<file path="config.mk">
export PLATFORM = sky130hd
export DESIGN_NAME = nibble_serial_addsub_ctrl_flat
export DESIGN_NICKNAME = d
export VERILOG_FILES = /design/src/rtl/nibble_addsub_pkg.sv /design/src/rtl/nibble_serial_addsub_ctrl_if.sv /design/src/rtl/nibble_addsub.sv /design/src/rtl/nibble_serial_addsub_ctrl.sv /design/src/flat_wrapper.sv
export SDC_FILE = /design/constraint.sdc
export NUM_CORES = 1
export LEC_CHECK = 0
export CORE_ASPECT_RATIO = 1.5
export CORE_UTILIZATION = 47
export CTS_BUF_LIST = sky130_fd_sc_hd__clkbuf_16
export DETAILED_ROUTE_END_ITERATION = 10
export GPL_ROUTABILITY_DRIVEN = 0
export PLACE_DENSITY_LB_ADDON = 0.05
export SETUP_SLACK_MARGIN = 0.2
export SLEW_MARGIN = 40
export SYNTH_ARGS = -nofsm -noshare
export SYNTH_HDL_FRONTEND = slang
export SYNTH_SLANG_ARGS = --single-unit
</file>
<file path="constraint.sdc">
create_clock -name clk -period 9.3 [get_ports clk]
set_input_delay 1.86 -clock clk [delete_from_list [all_inputs] [get_ports clk]]
set_output_delay 1.86 -clock clk [all_outputs]
set_load 0.02 [all_outputs]
</file>
<file path="src/rtl/nibble_addsub_pkg.sv">
// Shared constants and state encoding for the nibble-serial add/sub sequencer.
// Pure declarations; no logic, no latency, no flow control.
// Imported by the slice, the bus interface and the controller.
package nibble_addsub_pkg;

    localparam int NIBBLE_W = 4;

    typedef enum logic [1:0] {
        IDLE = 2'd0,
        RUN  = 2'd1,
        DONE = 2'd2
    } state_e;

endpackage

</file>
<file path="src/rtl/nibble_serial_addsub_ctrl_if.sv">
// Requester <-> sequencer bundle: start/operands in, busy/done/result out.
// Latency: wires only.
// Backpressure: requester may present start only while busy is low.
interface nibble_serial_addsub_ctrl_if
    import nibble_addsub_pkg::*;
#(
    parameter int NIBBLES = 4
);

    localparam int W = NIBBLE_W * NIBBLES;

    logic         start;
    logic         sub;
    logic [W-1:0] a;
    logic [W-1:0] b;
    logic         busy;
    logic         done;
    logic [W-1:0] result;
    logic         cout;
    logic         overflow;

    modport master (
        output start, sub, a, b,
        input  busy, done, result, cout, overflow
    );

    modport slave (
        input  start, sub, a, b,
        output busy, done, result, cout, overflow
    );

endinterface

</file>
<file path="src/rtl/nibble_addsub.sv">
// 4-bit ripple adder slice with carry-in; exposes carry into bit 3 for overflow.
// Latency: combinational.
// Backpressure: none.
module nibble_addsub
    import nibble_addsub_pkg::*;
(
    input  logic [NIBBLE_W-1:0] a,
    input  logic [NIBBLE_W-1:0] b,
    input  logic                cin,
    output logic [NIBBLE_W-1:0] sum,
    output logic                cout,
    output logic                c3
);

    logic [NIBBLE_W:0] c;

    always_comb begin
        c      = '0;
        sum    = '0;
        c[0]   = cin;
        for (int i = 0; i < NIBBLE_W; i++) begin
            sum[i]   = a[i] ^ b[i] ^ c[i];
            c[i+1]   = (a[i] & b[i]) | (a[i] & c[i]) | (b[i] & c[i]);
        end
    end

    assign cout = c[NIBBLE_W];
    assign c3   = c[NIBBLE_W-1];

endmodule

</file>
<file path="src/rtl/nibble_serial_addsub_ctrl.sv">
// Wide add/sub run one nibble per clock through a single slice, LSB nibble first.
// Latency: done pulses NIBBLES+1 cycles after the accept cycle.
// Backpressure: start is ignored while busy; accepted in IDLE or in the DONE cycle.
module nibble_serial_addsub_ctrl
    import nibble_addsub_pkg::*;
#(
    parameter int NIBBLES = 4
)(
    input  logic                          clk,
    input  logic                          rst_n,
    nibble_serial_addsub_ctrl_if.slave    bus
);

    localparam int W     = NIBBLE_W * NIBBLES;
    localparam int IDX_W = (NIBBLES > 1) ? $clog2(NIBBLES) : 1;
    localparam logic [IDX_W-1:0] IDX_LAST = IDX_W'(NIBBLES - 1);

    state_e             state_q,  state_d;
    logic [IDX_W-1:0]   idx_q,    idx_d;
    logic               carry_q,  carry_d;
    logic               sub_q,    sub_d;
    logic [W-1:0]       a_q,      a_d;
    logic [W-1:0]       b_q,      b_d;
    logic [W-1:0]       shadow_q, shadow_d;
    logic [W-1:0]       result_q, result_d;
    logic               cout_q,   cout_d;
    logic               ovf_q,    ovf_d;
    logic               busy_q,   busy_d;
    logic               done_q,   done_d;

    logic [NIBBLE_W-1:0] nib_a;
    logic [NIBBLE_W-1:0] nib_b;
    logic [NIBBLE_W-1:0] nib_sum;
    logic                nib_cout;
    logic                nib_c3;

    // Subtract is A + ~B + 1: B is inverted here, the +1 is the initial carry.
    assign nib_a = a_q[NIBBLE_W*int'(idx_q) +: NIBBLE_W];
    assign nib_b = b_q[NIBBLE_W*int'(idx_q) +: NIBBLE_W] ^ {NIBBLE_W{sub_q}};

    nibble_addsub u_slice (
        .a    (nib_a),
        .b    (nib_b),
        .cin  (carry_q),
        .sum  (nib_sum),
        .cout (nib_cout),
        .c3   (nib_c3)
    );

    always_comb begin
        state_d  = state_q;
        idx_d    = idx_q;
        carry_d  = carry_q;
        sub_d    = sub_q;
        a_d      = a_q;
        b_d      = b_q;
        shadow_d = shadow_q;
        result_d = result_q;
        cout_d   = cout_q;
        ovf_d    = ovf_q;
        busy_d   = 1'b0;
        done_d   = 1'b0;

        case (state_q)
            IDLE, DONE: begin
                if (bus.start) begin
                    a_d     = bus.a;
                    b_d     = bus.b;
                    sub_d   = bus.sub;
                    carry_d = bus.sub;
                    idx_d   = '0;
                    state_d = RUN;
                    busy_d  = 1'b1;
                end else begin
                    state_d = IDLE;
                end
            end
            RUN: begin
                shadow_d[NIBBLE_W*int'(idx_q) +: NIBBLE_W] = nib_sum;
                carry_d = nib_cout;
                if (idx_q == IDX_LAST) begin
                    // Outputs move only here, so the requester never sees a partial sum.
                    result_d = shadow_d;
                    cout_d   = nib_cout;
                    ovf_d    = nib_c3 ^ nib_cout;
                    idx_d    = '0;
                    state_d  = DONE;
                    done_d   = 1'b1;
                end else begin
                    idx_d  = idx_q + 1'b1;
                    busy_d = 1'b1;
                end
            end
            default: begin
                state_d = IDLE;
            end
        endcase
    end

    always_ff @(posedge clk or negedge rst_n) begin
        if (!rst_n) begin
            state_q  <= IDLE;
            idx_q    <= '0;
            carry_q  <= 1'b0;
            sub_q    <= 1'b0;
            a_q      <= '0;
            b_q      <= '0;
            shadow_q <= '0;
            result_q <= '0;
            cout_q   <= 1'b0;
            ovf_q    <= 1'b0;
            busy_q   <= 1'b0;
            done_q   <= 1'b0;
        end else begin
            state_q  <= state_d;
            idx_q    <= idx_d;
            carry_q  <= carry_d;
            sub_q    <= sub_d;
            a_q      <= a_d;
            b_q      <= b_d;
            shadow_q <= shadow_d;
            result_q <= result_d;
            cout_q   <= cout_d;
            ovf_q    <= ovf_d;
            busy_q   <= busy_d;
            done_q   <= done_d;
        end
    end

    assign bus.busy     = busy_q;
    assign bus.done     = done_q;
    assign bus.result   = result_q;
    assign bus.cout     = cout_q;
    assign bus.overflow = ovf_q;

endmodule

</file>
<file path="src/flat_wrapper.sv">
// flat-port wrapper written by rule: the top's interface ports become plain ports
module nibble_serial_addsub_ctrl_flat import nibble_addsub_pkg::*;
#(
    parameter int NIBBLES = 4
)
  (clk, rst_n, bus_start, bus_sub, bus_a, bus_b, bus_busy, bus_done, bus_result, bus_cout, bus_overflow);
  nibble_serial_addsub_ctrl_if #(.NIBBLES(NIBBLES)) bus_i ();
  input  logic clk;
  input  logic rst_n;
  input wire logic [$bits(bus_i.start)-1:0] bus_start;
  input wire logic [$bits(bus_i.sub)-1:0] bus_sub;
  input wire logic [$bits(bus_i.a)-1:0] bus_a;
  input wire logic [$bits(bus_i.b)-1:0] bus_b;
  output wire logic [$bits(bus_i.busy)-1:0] bus_busy;
  output wire logic [$bits(bus_i.done)-1:0] bus_done;
  output wire logic [$bits(bus_i.result)-1:0] bus_result;
  output wire logic [$bits(bus_i.cout)-1:0] bus_cout;
  output wire logic [$bits(bus_i.overflow)-1:0] bus_overflow;
  assign bus_i.start = bus_start;
  assign bus_i.sub = bus_sub;
  assign bus_i.a = bus_a;
  assign bus_i.b = bus_b;
  assign bus_busy = bus_i.busy;
  assign bus_done = bus_i.done;
  assign bus_result = bus_i.result;
  assign bus_cout = bus_i.cout;
  assign bus_overflow = bus_i.overflow;
  nibble_serial_addsub_ctrl #(.NIBBLES(NIBBLES)) u_core (.clk(clk), .rst_n(rst_n), .bus(bus_i));
endmodule
</file>
### Word-level counts from Yosys, hierarchy flattened

Index checks and enable logic that the tools add are counted.

| operators by class | value |
|---|---|
| equality and inequality tests | 5 |
| shift operators | 4 |
| mux-type cells | 14 |
| order comparisons | 0 |
| reduce and logical (&&, ||, !) cells | 6 |
| multiply operators | 0 |
| bitwise operators | 30 |
| div/mod/pow operators | 0 |
| add/sub/neg operators | 2 |

Operators with widths:

| kind | count |
|---|---|
| $neg 4->33 | 1 |
| $shift 4x33->16 const A | 1 |
| $shiftx 4x33->16 | 1 |
| $shiftx 16x5->4 | 2 |
| $bwmux 16 | 1 |
| $and 1x1->1 | 12 |
| $xor 1x1->1 | 9 |
| $or 1x1->1 | 8 |
| $pmux 2 s2 | 2 |
| $mux 1 | 6 |
| $mux 2 | 3 |
| $reduce_and 2->1 | 3 |
| $eq 2x2->1 const B | 2 |
| $pmux 1 s2 | 2 |
| $xor 4x4->4 | 1 |
| $add 2x1->2 const B | 1 |
| $eq 2x1->1 const B | 1 |
| $logic_not 2->1 | 1 |
| $ne 2x1->1 const B | 1 |
| $ne 2x2->1 const B | 1 |
| $reduce_bool 2->1 | 1 |
| $reduce_or 2->1 | 1 |

| storage, ports and cells | value |
|---|---|
| memory bits (writable) | 0 |
| bits in read-only memories | 0 |
| memories | 0 |
| bits in registers | 74 |
| logic and storage cells | 73 |
| output and inout port bits | 20 |
| bits in latches | 0 |
| input bits | 36 |

### Depth between registers and ports, before layout

Gate-level depths: netlist of the first run.

| logic depth | value |
|---|---|
| depth in word-level cells | 15 |
| gate-level depth with buffers | 13 |
| depth with buffers taken out | 11 |

### Modules after synthesis

From an unflattened synthesis of the first run, not the netlist that was laid out.

| unflattened totals | value |
|---|---|
| cell total of the unflattened synthesis | 337 |
| area total of the unflattened synthesis | 3445.8 µm² |

By module, submodules not included:

| module | cells each | instances | area each (µm²) | seq. area each (µm²) |
|---|---|---|---|---|
| nibble_serial_addsub_ctrl | 323 | 1 | 3328.2 | 1851.8 |
| nibble_addsub | 14 | 1 | 117.6 | 0.0 |

### Worst setup path after synthesis of the first run

OpenSTA, ideal clock, no wires.

| path | value |
|---|---|
| kind | register to register |
| start | reg u_core.idx_q[0] |
| end | reg u_core.result_q[11] (netlist: u_core.bus.result[11]) |
| path slack | 5985 ps |
| data required time | 9173 ps |
| stages on the path, launching flop included | 14 |
| arrival | 3188 ps |
| period minus slack after synthesis | 3315 ps |
| path through | dfrtp_1 -> buf_6 -> buf_12 -> mux4_2 -> xnor2_1 -> fa_1 -> fa_1 -> inv_1 -> fa_1 -> inv_1 -> fa_1 -> inv_1 -> a221oi_1 -> nor2_1 |

| between the ends | value |
|---|---|
| word-level cells in the longest chain between the ends | 14 |
| elaborated cells between the ends (all ways) | 32 |
| classes of those cells | add/sub: 1; eq/ne: 1; shift: 4; mux: 1; bitwise: 24; reduce/logical: 1 |

Ends and longest elaborated chain:

| item | RTL line | text |
|---|---|---|
| start: declaration | nibble_serial_addsub_ctrl.sv:19 | `logic [IDX_W-1:0] idx_q, idx_d;` |
| start signal: assignment | nibble_serial_addsub_ctrl.sv:116 | `idx_q <= idx_d;` |
| $shiftx 16x5->4 | nibble_serial_addsub_ctrl.sv:39 | `assign nib_b = b_q[NIBBLE_W*int'(idx_q) +: NIBBLE_W] ^ {NIBBLE_W{sub_q}};` |
| $xor 4x4->4 | nibble_serial_addsub_ctrl.sv:39 |  |
| $and 1x1->1 | nibble_addsub.sv:23 | `c[i+1] = (a[i] & b[i]) \| (a[i] & c[i]) \| (b[i] & c[i]);` |
| $or 1x1->1 (2 in a row) | nibble_addsub.sv:23 |  |
| $and 1x1->1 | nibble_addsub.sv:23 |  |
| $or 1x1->1 (2 in a row) | nibble_addsub.sv:23 |  |
| $and 1x1->1 | nibble_addsub.sv:23 |  |
| $or 1x1->1 (2 in a row) | nibble_addsub.sv:23 |  |
| $xor 1x1->1 | nibble_addsub.sv:22 | `sum[i] = a[i] ^ b[i] ^ c[i];` |
| $shiftx 4x33->16 | nibble_serial_addsub_ctrl.sv:79 | `shadow_d[NIBBLE_W*int'(idx_q) +: NIBBLE_W] = nib_sum;` |
| $bwmux 16 | nibble_serial_addsub_ctrl.sv:79 |  |
| end signal: assignment | nibble_serial_addsub_ctrl.sv:122 | `result_q <= result_d;` |
| end: declaration | nibble_serial_addsub_ctrl.sv:25 | `logic [W-1:0] result_q, result_d;` |

Parallel ways exist; a longest one is shown, timed or not.
A chain may end at the register's enable or synchronous reset.

### Final worst setup path of the first run

| path | value |
|---|---|
| start | reg u_core.idx_q[0] |
| end | reg u_core.result_q[15] (netlist: u_core.bus.result[15]) |

Same word-level chain as after synthesis.

==> results_tabular.tex, run 1 <==
\begin{tabular}{lr}
\hline
Metric & Value \\
\hline
\multicolumn{2}{l}{\textbf{Worst setup path}} \\
Depth of the worst register-to-register path & 11 \\
Crit path DAT & 4.04 ns \\
Chain of cells forming the critical path & mux4\_2, xnor2\_1, fa\_1, fa\_1, inv\_1, fa\_1, inv\_1, fa\_1, inv\_1, a221oi\_1, nor2\_1 \\
Origin of the critical flop-to-flop path & u\_core.idx\_q[0] \\
Worst-path fanout max & 19 \\
Startpoint types & register \\
Category of cells accounting for the largest share of critical-path delay & adder cells \\
Count of buffering cells on the critical path with inverters included & 3 \\
Critical path required time & 9.51 ns \\
Crit-path max cell delay & 0.85 ns \\
Most frequent cell on the critical path & fa\_1 \\
Element type at the critical path end & register \\
Worst r2r dst & u\_core.bus.result[15] \\
Slowest cell on the critical path & dfrtp\_1 \\
Kind of critical path & register to register \\
Setup slack of the most critical reg-to-reg path & 5.47 ns \\
\multicolumn{2}{l}{\textbf{STA}} \\
Headroom to the max-slew limit & 45.0\% \\
Final WS setup & 5.47 ns \\
Final max-slew violation count & 0 \\
Achievable clock frequency & 261 MHz \\
Actual transition at the worst max-transition pin & 0.813 ns \\
Tcrit/Tclk final & 41.1\% \\
Setup violations, final & 0 \\
Unrepaired setup endpoints after global routing & no \\
Shortest period the worst path allows & 3.83 ns \\
Final hold vios & 0 \\
Setup tns final & 0 ns \\
Clk\_skew & 0.00656 ns \\
\multicolumn{2}{l}{\textbf{Routing}} \\
DRC viols & 0 \\
Routed wire length & 7.07 mm \\
Detailed Routing Iterations Pass 1 & 4 \\
Residual antenna-violating net count after detailed routing & 0 \\
Detail-routed via count per cell & 5.27 \\
Iteration-0 DRC Markers & 184 \\
Average routed wire per standard cell & 15.2 µm \\
Via count of the routed design & 2,445 \\
\multicolumn{2}{l}{\textbf{Flow run}} \\
Count of maximum capacitance violations & 0 \\
\multicolumn{2}{l}{\textbf{Placement}} \\
Final HPWL DP & 4.77 mm \\
Count of port buffers added during placement & 55 \\
Pre-CTS setup slack & 5.49 ns \\
\multicolumn{2}{l}{\textbf{Layout}} \\
Layout overhead on the synthesized area & 27.2\% \\
Number of nets in the layout & 427 \\
Layout fillers & 593 \\
Share of the core filled with cells & 62.6\% \\
Antenna diode count & 0 \\
Share of final-layout standard cells stronger than drive strength 1 & 5.96\% \\
\multicolumn{2}{l}{\textbf{Hold path}} \\
Cell depth of the worst hold path & 2 \\
HP Class & register to register \\
Hold path startpoint & u\_core.a\_q[13] \\
Terminating pin of the worst hold path & u\_core.a\_q[13] \\
\multicolumn{2}{l}{\textbf{Clock network}} \\
Cts-stage hold buffer count & 0 \\
Skew-Pair Late Insertion Delay & 0.33 ns \\
Post-CTS setup repair buffer count & 0 \\
Number of buffers added by the clock tree synthesis step & 9 \\
CTS tree & built \\
Clock tree sinks & 74 \\
Post-cts sizing count & 0 \\
Count of H-tree levels built during CTS & 3 \\
Buffer levels on the longest clock path & 2 \\
Clock slew seen by the registers of the worst setup and hold paths & 0.06 ns \\
Buffer type at the clock tree root & clkbuf\_16 \\
\multicolumn{2}{l}{\textbf{Floorplan}} \\
CORE AREA & 6940 µm² \\
Die outline area & 7620 µm² \\
Initial Util & 49.2\% \\
Horizontal die dimension & 71.6 µm \\
Die Ht & 106 µm \\
Row count & 37 \\
Ports & 56 \\
\multicolumn{2}{l}{\textbf{Status}} \\
Status & completed \\
\multicolumn{2}{l}{\textbf{Power}} \\
Lkg Pwr & 2.07 nW \\
Sw Ratio & 39.6\% \\
Post-layout total power & 1.87 mW \\
Part of the total power dissipated in combinational logic & 47.3\% \\
Cell-internal power & 1.13 mW \\
Power per unit of standard cell area & 430 nW/µm² \\
Net switching component of the power & 0.741 mW \\
Worst IR Drop VDD & 0.210 mV \\
Seq pwr share & 30.5\% \\
Clock network power share & 22.2\% \\
\multicolumn{2}{l}{\textbf{Yosys}} \\
Number of register bits inferred by synthesis & 74 \\
Share of the yosys chip area belonging to registers & 54.2\% \\
Synthesized-area fraction occupied by xor and xnor cells & 1.28\% \\
Synthesized-area fraction occupied by and/or/nand/nor cells & 18.8\% \\
Number of warnings printed during yosys synthesis & 0 \\
Count of flip-flops with a built-in enable after synthesis & 0 \\
Most used flip-flop cell after synthesis & dfrtp\_1 \\
Mapped Avg Cell Area & 10.3 µm² \\
Post-synthesis mux area share & 5.93\% \\
Cell variety after synth & 33 \\
Main combinational cell family by area after synthesis & simple AND/OR/NAND/NOR gates \\
Fraction of the mapped netlist area in compound gates & 9.78\% \\
Share of flip-flops with an asynchronous set or reset after synthesis & 100\% \\
Area of the mapped netlist & 3420 µm² \\
Synth Area in Adders & 4.54\% \\
Mapped Nets & 379 \\
Post-Syn Instances & 333 \\
\multicolumn{2}{l}{\textbf{GRT}} \\
Number of antenna violations at the first check in global routing & 0 \\
Global route total overflow & 0 \\
Number of global-route vias before repair & 2,478 \\
Overall track demand over capacity in global routing & 20.5\% \\
First-pass GRT wire length & 11.8 mm \\
Pin count of the biggest net entering global routing & 75 \\
\hline
\end{tabular}
## cells by family (layout without fill, tap and decap cells)
group / Yosys count / after routing
AND/OR/NAND/NOR: 153 / 153
flip-flops: 74 / 74
AO/OA/AOI/OAI: 42 / 42
buffers and inverters: 41 / 94
adder cells (fa/ha/maj): 10 / 10
multiplexers: 8 / 8
XOR/XNOR: 5 / 5
## power groups by stage
| stage | logic, mW | clock network, mW | registers [mW] |
|---|---|---|---|
| global route | 0.978 | 0.433 | 0.587 |
| detailed placement | 0.882 | 0 | 0.577 |
| finish | 0.885 | 0.415 | 0.569 |
| floorplan | 0.586 | 0 | 0.583 |
| global placement | 0.870 | 0 | 0.570 |
| CTS | 0.889 | 0.419 | 0.572 |
## worst min-delay path, stage by stage, from the launching register on
cell     delay, ns
dfrtp_1       0.33
nand2_1       0.05
nand2_1       0.05
## per-layer routing
| layer | vias up | routed length, µm | GRT usage [%] |
|---|---|---|---|
| li1 | 1207 | - | - |
| met2 | 46 | 3880 | 35.4 |
| met1 | 1184 | 2890 | 24.3 |
| met4 | 0 | 96 | 8.54 |
| met3 | 8 | 199 | 4.64 |
| met5 | - | 0 | 0 |
## how the worst max path moves through the flow
stage                    startpoint                    end  depth (start not counted)
floorplan           u_core.idx_q[0]  u_core.bus.result[11]                         13
global route        u_core.idx_q[0]  u_core.bus.result[15]                         11
finish              u_core.idx_q[0]  u_core.bus.result[15]                         11
CTS                 u_core.idx_q[0]  u_core.bus.result[15]                         11
global placement    u_core.idx_q[0]   u_core.bus.result[3]                         11
detailed placement  u_core.idx_q[0]  u_core.bus.result[15]                         11
## cells in the mapped netlist (2+ instances only)
master	n	area share [%]
a31oi_1	4	0.73
clkbuf_1	12	1.3
dfrtp_1	74	54
buf_1	2	0.22
xor2_1	2	0.51
nand3_1	2	0.29
a22o_1	12	3.1
a21oi_1	2	0.29
ha_1	6	2.2
a221oi_1	9	2.3
mux4_2	2	1.3
o31ai_1	2	0.44
buf_2	6	0.88
nor4bb_1	2	0.59
fa_1	4	2.3
xnor2_1	3	0.77
nor2_1	26	2.9
o221ai_1	2	0.51
nand2b_1	10	1.8
o21ai_0	4	0.59
nor2b_1	2	0.37
a32o_1	4	1.2
mux4_1	6	4.6
nand2_1	107	12
o21a_1	2	0.44
inv_1	19	2.1
## flip-flops by register name (all words and copies together) (netlist names)
name                 flops
u_core.idx_q             2
u_core.b_q              16
u_core.bus.overflow      1
u_core.state_q           2
u_core.sub_q             1
u_core.shadow_q         16
u_core.carry_q           1
u_core.bus.busy          1
u_core.a_q              16
u_core.bus.result       16
u_core.bus.done          1
u_core.bus.cout          1
## cell usage in the layout, fill, tap and decap left out, types with 2 or more instances in the layout
master | synthesis | routed
clkbuf_16 | 0 | 9
a32o_1 | 4 | 4
clkinv_1 | 0 | 3
fa_1 | 4 | 4
a21oi_1 | 2 | 2
xor2_1 | 2 | 2
o31ai_1 | 2 | 2
mux4_1 | 6 | 6
nand2b_1 | 10 | 10
ha_1 | 6 | 6
nand3_1 | 2 | 2
mux4_2 | 2 | 2
inv_1 | 19 | 19
clkdlybuf4s50_1 | 0 | 54
buf_4 | 0 | 3
nand2_1 | 107 | 107
a221oi_1 | 9 | 9
nor2_1 | 26 | 26
dfrtp_1 | 74 | 74
xnor2_1 | 3 | 3
a22o_1 | 12 | 12
o21ai_0 | 4 | 4
bufinv_16 | 0 | 4
o221ai_1 | 2 | 2
a31oi_1 | 4 | 4
o21a_1 | 2 | 2
## layout make-up
cell class / count / area (µm²) / share of cell area (%)
flip-flops and latches: 74 / 1850 / 42.6
multi-input cells: 218 / 1390 / 31.9
repair buffers: 59 / 579 / 13.3
clock buffers: 9 / 225 / 5.18
clock inverters: 7 / 131 / 3.02
well taps: 78 / 97.6 / 2.25
inverters: 19 / 71.3 / 1.64
## through the flow
| stage | area, µm² | hold slack (ns) | cells |
|---|---|---|---|
| 6_report | 4340 | 0.465 | 464 |
| 5_1_grt | 4340 | 0.479 | 464 |
| 4_1_cts | 4340 | 0.469 | 464 |
| 3_5_place_dp | 3990 | 0.455 | 448 |
| 3_3_place_gp | 3980 | 0.452 | 448 |
| 2_1_floorplan | 3420 | 0.437 | 333 |
Power figures use the tool's default switching activity.
==> run 2, diff against run 1 <==
==> constraint.sdc (replaced) <==
create_clock -name clk -period 3.6 [get_ports clk]
set_input_delay 0.72 -clock clk [delete_from_list [all_inputs] [get_ports clk]]
set_output_delay 0.72 -clock clk [all_outputs]
set_load 0.02 [all_outputs]
==> run 2 against run 1 <==
- wire length grew 0.58%
- utilization is 0.47 points higher
- final area is 0.75% higher
- clock skew fell by 0.0025 ns
- critical endpoint is now u_core.bus.result[11]
- largest power group unchanged
- highest routed layer unchanged
==> results_tabular.tex, run 2 (synthesis gave the netlist of run 1 again) <==
\begin{tabular}{lr}
\hline
Metric & Value \\
\hline
\multicolumn{2}{l}{\textbf{Routing}} \\
Detail-routed via count per cell & 5.32 (+1.1\%) \\
Average routed wire per standard cell & 15.2 µm (-0.28\%) \\
Detailed Routing Iterations Pass 1 & 4 (unchanged) \\
Routed wire length & 7.11 mm (+0.58\%) \\
DRC viols & 0 (unchanged) \\
Residual antenna-violating net count after detailed routing & 0 (unchanged) \\
Via count of the routed design & 2,492 (+1.9\%) \\
Iteration-0 DRC Markers & 187 (+1.6\%) \\
\multicolumn{2}{l}{\textbf{Clock network}} \\
Clock slew seen by the registers of the worst setup and hold paths & 0.06 ns (about the same) \\
Clock tree sinks & 74 (unchanged) \\
Cts-stage hold buffer count & 0 (unchanged) \\
Buffer type at the clock tree root & clkbuf\_16 \\
Number of buffers added by the clock tree synthesis step & 9 (unchanged) \\
CTS tree & built \\
Skew-Pair Late Insertion Delay & 0.33 ns (about the same) \\
Buffer levels on the longest clock path & 2 (unchanged) \\
Count of H-tree levels built during CTS & 3 (unchanged) \\
Post-cts sizing count & 0 (unchanged) \\
Post-CTS setup repair buffer count & 0 (unchanged) \\
\multicolumn{2}{l}{\textbf{STA}} \\
Achievable clock frequency & 310 MHz (+19\%) \\
Setup violations, final & 0 (unchanged) \\
Shortest period the worst path allows & 3.22 ns (-0.605 ns) \\
Setup tns final & 0 ns (unchanged) \\
Clk\_skew & 0.00407 ns (-0.00249 ns) \\
Final max-slew violation count & 0 (unchanged) \\
Final hold vios & 0 (unchanged) \\
Actual transition at the worst max-transition pin & 0.719 ns (-0.0934 ns) \\
Tcrit/Tclk final & 89.5\% (+48 points) \\
Unrepaired setup endpoints after global routing & no \\
Headroom to the max-slew limit & 51.9\% (+6.9 points) \\
\multicolumn{2}{l}{\textbf{Worst setup path}} \\
Kind of critical path & register to register \\
Most frequent cell on the critical path & fa\_1 \\
Element type at the critical path end & register \\
Chain of cells forming the critical path & mux4\_2, xnor2\_1, fa\_1, fa\_1, inv\_1, fa\_1, inv\_1, fa\_1, inv\_1, a221oi\_1, nor2\_1 \\
Slowest cell on the critical path & mux4\_2 \\
Critical path required time & 3.81 ns (-5.70 ns) \\
Crit path DAT & 3.43 ns (-0.61 ns) \\
Worst-path fanout max & 4 (-15) \\
Startpoint types & register \\
Crit-path max cell delay & 0.51 ns (-0.34 ns) \\
\multicolumn{2}{l}{\textbf{Floorplan}} \\
CORE AREA & 6940 µm² (unchanged) \\
Ports & 56 (unchanged) \\
Horizontal die dimension & 71.6 µm (unchanged) \\
Row count & 37 (unchanged) \\
Die outline area & 7620 µm² (unchanged) \\
Die Ht & 106 µm (unchanged) \\
Initial Util & 49.2\% (unchanged) \\
\multicolumn{2}{l}{\textbf{Layout}} \\
Share of the core filled with cells & 63.0\% (+0.47 points) \\
Most common cell after layout, fill and taps aside & nand2\_1 \\
Layout fillers & 582 (-1.9\%) \\
Commonest non-fill, non-tap cells in the layout & 107 x nand2\_1, 74 x dfrtp\_1, 54 x clkdlybuf4s50\_1 \\
Antenna diode count & 0 (unchanged) \\
Number of nets in the layout & 432 (+1.2\%) \\
Layout overhead on the synthesized area & 28.1\% \\
Share of final-layout standard cells stronger than drive strength 1 & 7.69\% (+1.7 points) \\
Post-route insts no fill & 468 (+0.86\%) \\
\multicolumn{2}{l}{\textbf{GRT}} \\
Global route total overflow & 0 (unchanged) \\
First-pass GRT wire length & 12.1 mm (+2.8\%) \\
Number of global-route vias before repair & 2,555 (+3.1\%) \\
Overall track demand over capacity in global routing & 21.1\% (+0.57 points) \\
Pin count of the biggest net entering global routing & 44 (-41\%) \\
Number of antenna violations at the first check in global routing & 0 (unchanged) \\
\multicolumn{2}{l}{\textbf{Power}} \\
Lkg Pwr & 2.09 nW (+1.1\%) \\
Worst IR Drop VDD & 0.531 mV (+150\%) \\
Post-layout total power & 4.83 mW (+160\%) \\
Power per unit of standard cell area & 1100 nW/µm² (+160\%) \\
\multicolumn{2}{l}{\textbf{Hold path}} \\
HP Class & input port to asynchronous set/reset pin \\
\multicolumn{2}{l}{\textbf{Placement}} \\
Final HPWL DP & 5.07 mm (+6.5\%) \\
Count of port buffers added during placement & 55 (unchanged) \\
Cells after DPL & 453 (+1.1\%) \\
\multicolumn{2}{l}{\textbf{Flow run}} \\
Count of maximum capacitance violations & 0 (unchanged) \\
\multicolumn{2}{l}{\textbf{Status}} \\
Status & completed \\
\hline
\end{tabular}
[run 2: cell count changes in the layout (fill, tap and decap cells not counted), sizes merged]
| cell | previous run | this run |
|---|---|---|
| bufinv | 4 | 3 |
| buf | 5 | 10 |
| clkinvlp | 0 | 1 |
| inv | 19 | 20 |
| clkinv | 3 | 1 |
[run 2: layer usage]
layer | global-route usage [%] | routed length (µm) | part of all wire (%)
met1 | 25.5 | 2880 | 41
met2 | 36.2 | 3870 | 54
met3 | 3.41 | 196 | 2.8
met4 | 10.1 | 157 | 2.2
met5 | 0 | 0 | 0
[run 2: final cells by class]
type	count	area (µm²)	share of cell area (%)
multi-input cells	218	1390	31.7
inverters	19	71.3	1.63
well taps	78	97.6	2.23
repair buffers	64	628	14.4
clock buffers	9	225	5.15
flip-flops and latches	74	1850	42.3
clock inverters	6	115	2.63
[run 2: path summary, 6_finish.rpt]
kind	startpoint	to	slack (ns)	cells past startpoint
setup / recovery	u_core.idx_q[0]	u_core.bus.result[11]	0.38	11
hold / removal	rst_n	u_core.bus.result[0]	0.32	1
setup reg to reg	u_core.idx_q[0]	u_core.bus.result[11]	0.38	11
hold reg to reg	u_core.b_q[5]	u_core.b_q[5]	0.47	2
max in group asynchronous	rst_n	u_core.carry_q	2.72	2
min in group clk	u_core.b_q[5]	u_core.b_q[5]	0.47	2
[run 2: metrics by stage]
step / cell area [µm²] / setup WS, ns / hold WS [ns]
5_1_grt: 4380 / 0.195 / 0.357
2_1_floorplan: 3420 / 0.285 / 0.424
6_report: 4380 / 0.378 / 0.317
4_1_cts: 4370 / 0.399 / 0.466
3_5_place_dp: 4030 / 0.411 / 0.456
3_3_place_gp: 4030 / 0.456 / 0.454
[run 2: power by group]
group | internal (mW) | switching, mW | total [mW]
sequential | 1.21 | 0.209 | 1.42
clock | 0.676 | 0.344 | 1.02
combinational | 0.993 | 1.40 | 2.39
[run 2: worst max-delay path, delay by kind of cell (launching register included)]
| kind | cells | cell delay [ns] |
|---|---|---|
| xor+xnor | 1 | 0.15 |
| flops | 1 | 0.36 |
| compound gates | 1 | 0.29 |
| simple gates | 1 | 0.09 |
| mux | 1 | 0.51 |
| fa+ha+maj | 4 | 1.45 |
| buf+inv | 3 | 0.23 |
==> RTL edit (settings of run 2) <==
Make the reset (`rst_n`) synchronous in one clocked block.
--- a/src/rtl/nibble_serial_addsub_ctrl.sv
+++ b/src/rtl/nibble_serial_addsub_ctrl.sv
@@ -98,5 +98,5 @@
     end
 
-    always_ff @(posedge clk or negedge rst_n) begin
+    always_ff @(posedge clk) begin
         if (!rst_n) begin
             state_q  <= IDLE;
Formal check against the unedited RTL: differs if rst_n is asserted again (counterexample within 4 cycles, from zero or initial values and one cycle with rst_n low); with rst_n held inactive, the same outputs for 10 cycles.
==> RTL edit against run 2 <==
Count of clock-buffer cells in the layout stayed put. Area after synthesis rose by 3.3%. Routed wire length rose by 8.9%. Global-route usage rose by 1.0 points. Worst setup slack better by 0.0030 ns. Non-clock buffer count shrank 3. Cell area is 1.6% lower. Sequential cell count stayed put. Hold slack better by 0.13 ns. Cell count is 7.9% higher. Die area grew 3.3%. Highest routed layer unchanged.
Power is not compared: it rests on default switching activity, and its combinational part moved more than twofold at a synthesized area within 25%.
==> RTL edit: results <==
[outcome]
status = "completed"

[cells_and_area]
syn_to_final_growth_pct = 22.0
final_net_count = 448
num-fill-cells = 667
final_layout_size_suffix_gt1_share_pct = 9.38

[worst_setup_path]
critical_path_data_arrival_time_ns = 3.44

[synth]
yosysSeqAreaShare_pct = 42.0
ys.flop_type = "dfxtp_1"
synth_async_sr_flop_share_pct = 0
syn_nets = 407
post_synth_most_frequent_cells = "dfxtp_1, nand2_1, a21boi_1"
synthTopCellsByArea = "dfxtp_1, nand2_1, a21boi_1, mux4_2, o211a_1"
synth_cell_type_count = 43

[global_routing]
grt_start_max_net_pins = 76
track_usage_pct = 22.1
grt_pass1_wl_mm = 13.0
first_global_vias = 2691

[detailed_routing]
wire_per_inst_um = 15.3
detail_route.iter0.violations = 227
viasPerCell = 5.32

[clock_tree]
clock_path_buffers = 2
root_buffer = "clkbuf_16"

[placement]
dp_slack_ns = 0.235
detailed_place_hpwl_mm = 5.29

[timing]
clock_skew_ns = 0.00385
-- RTL edit: cell type report --
type	instances	area (µm²)	share of cell area [%]
multi-input combinational	236	1780	41.4
sequential	74	1480	34.4
timing repair buffer	61	597	13.9
clock buffer	9	225	5.23
tap	100	125	2.91
inverter	20	75.1	1.74
clock inverter	5	18.8	0.436
-- RTL edit: worst paths after layout --
kind	startpoint	endpoint	slack, ns	cells past startpoint
setup reg to reg	u_core.idx_q[0]	u_core.bus.result[3]	0.38	11
hold / removal	u_core.b_q[0]	u_core.b_q[0]	0.45	2
hold reg to reg	u_core.b_q[0]	u_core.b_q[0]	0.45	2
setup / recovery	u_core.idx_q[0]	u_core.bus.result[3]	0.38	11
-- RTL edit: repair_timing --
action                     CTS  global route
setup endpoints to repair    0             4
buffers inserted             0             1
resized for setup            0             6
-- RTL edit: logic make-up (layout without fill, tap and decap cells) --
group | after synthesis | in the layout | synth area share, %
AO/OA/AOI/OAI | 87 | 87 | 19.4
XOR/XNOR | 5 | 5 | 1.24
adder cells (fa/ha/maj) | 10 | 10 | 4.40
buffers and inverters | 51 | 95 | 7.98
flip-flops | 74 | 74 | 42.0
multiplexers | 12 | 12 | 6.24
AND/OR/NAND/NOR | 122 | 122 | 18.8
-- RTL edit: worst max-delay path: stages (launching register included) --
cell,delay [ns]
dfxtp_2,0.34
mux4_2,0.50
xnor2_1,0.16
fa_2,0.36
fa_1,0.36
inv_1,0.08
fa_2,0.21
inv_1,0.06
fa_2,0.64
buf_4,0.14
o221ai_1,0.10
o211a_1,0.15
-- RTL edit: stage by stage --
stage | cell area (µm²) | cells | hold slack [ns]
floorplan | 3530 | 361 | 0.429
global route | 4310 | 505 | 0.464
global placement | 4030 | 490 | 0.438
detailed placement | 4040 | 490 | 0.447
CTS | 4280 | 504 | 0.454
finish | 4310 | 505 | 0.449
-- RTL edit: metal layers --
metal / up-vias / track usage [%] / part of all wire, %
li1: 1337 / - / -
met1: 1287 / 25.3 / 42
met2: 51 / 38.7 / 53
met3: 13 / 4.01 / 2.5
met4: 0 / 11.5 / 2.5
met5: - / 0 / 0
-- RTL edit: power by group --
group          internal, mW  switching [mW]
clock                 0.445           0.308
sequential            0.850          0.0200
combinational         0.130           0.140
total                  1.42           0.468
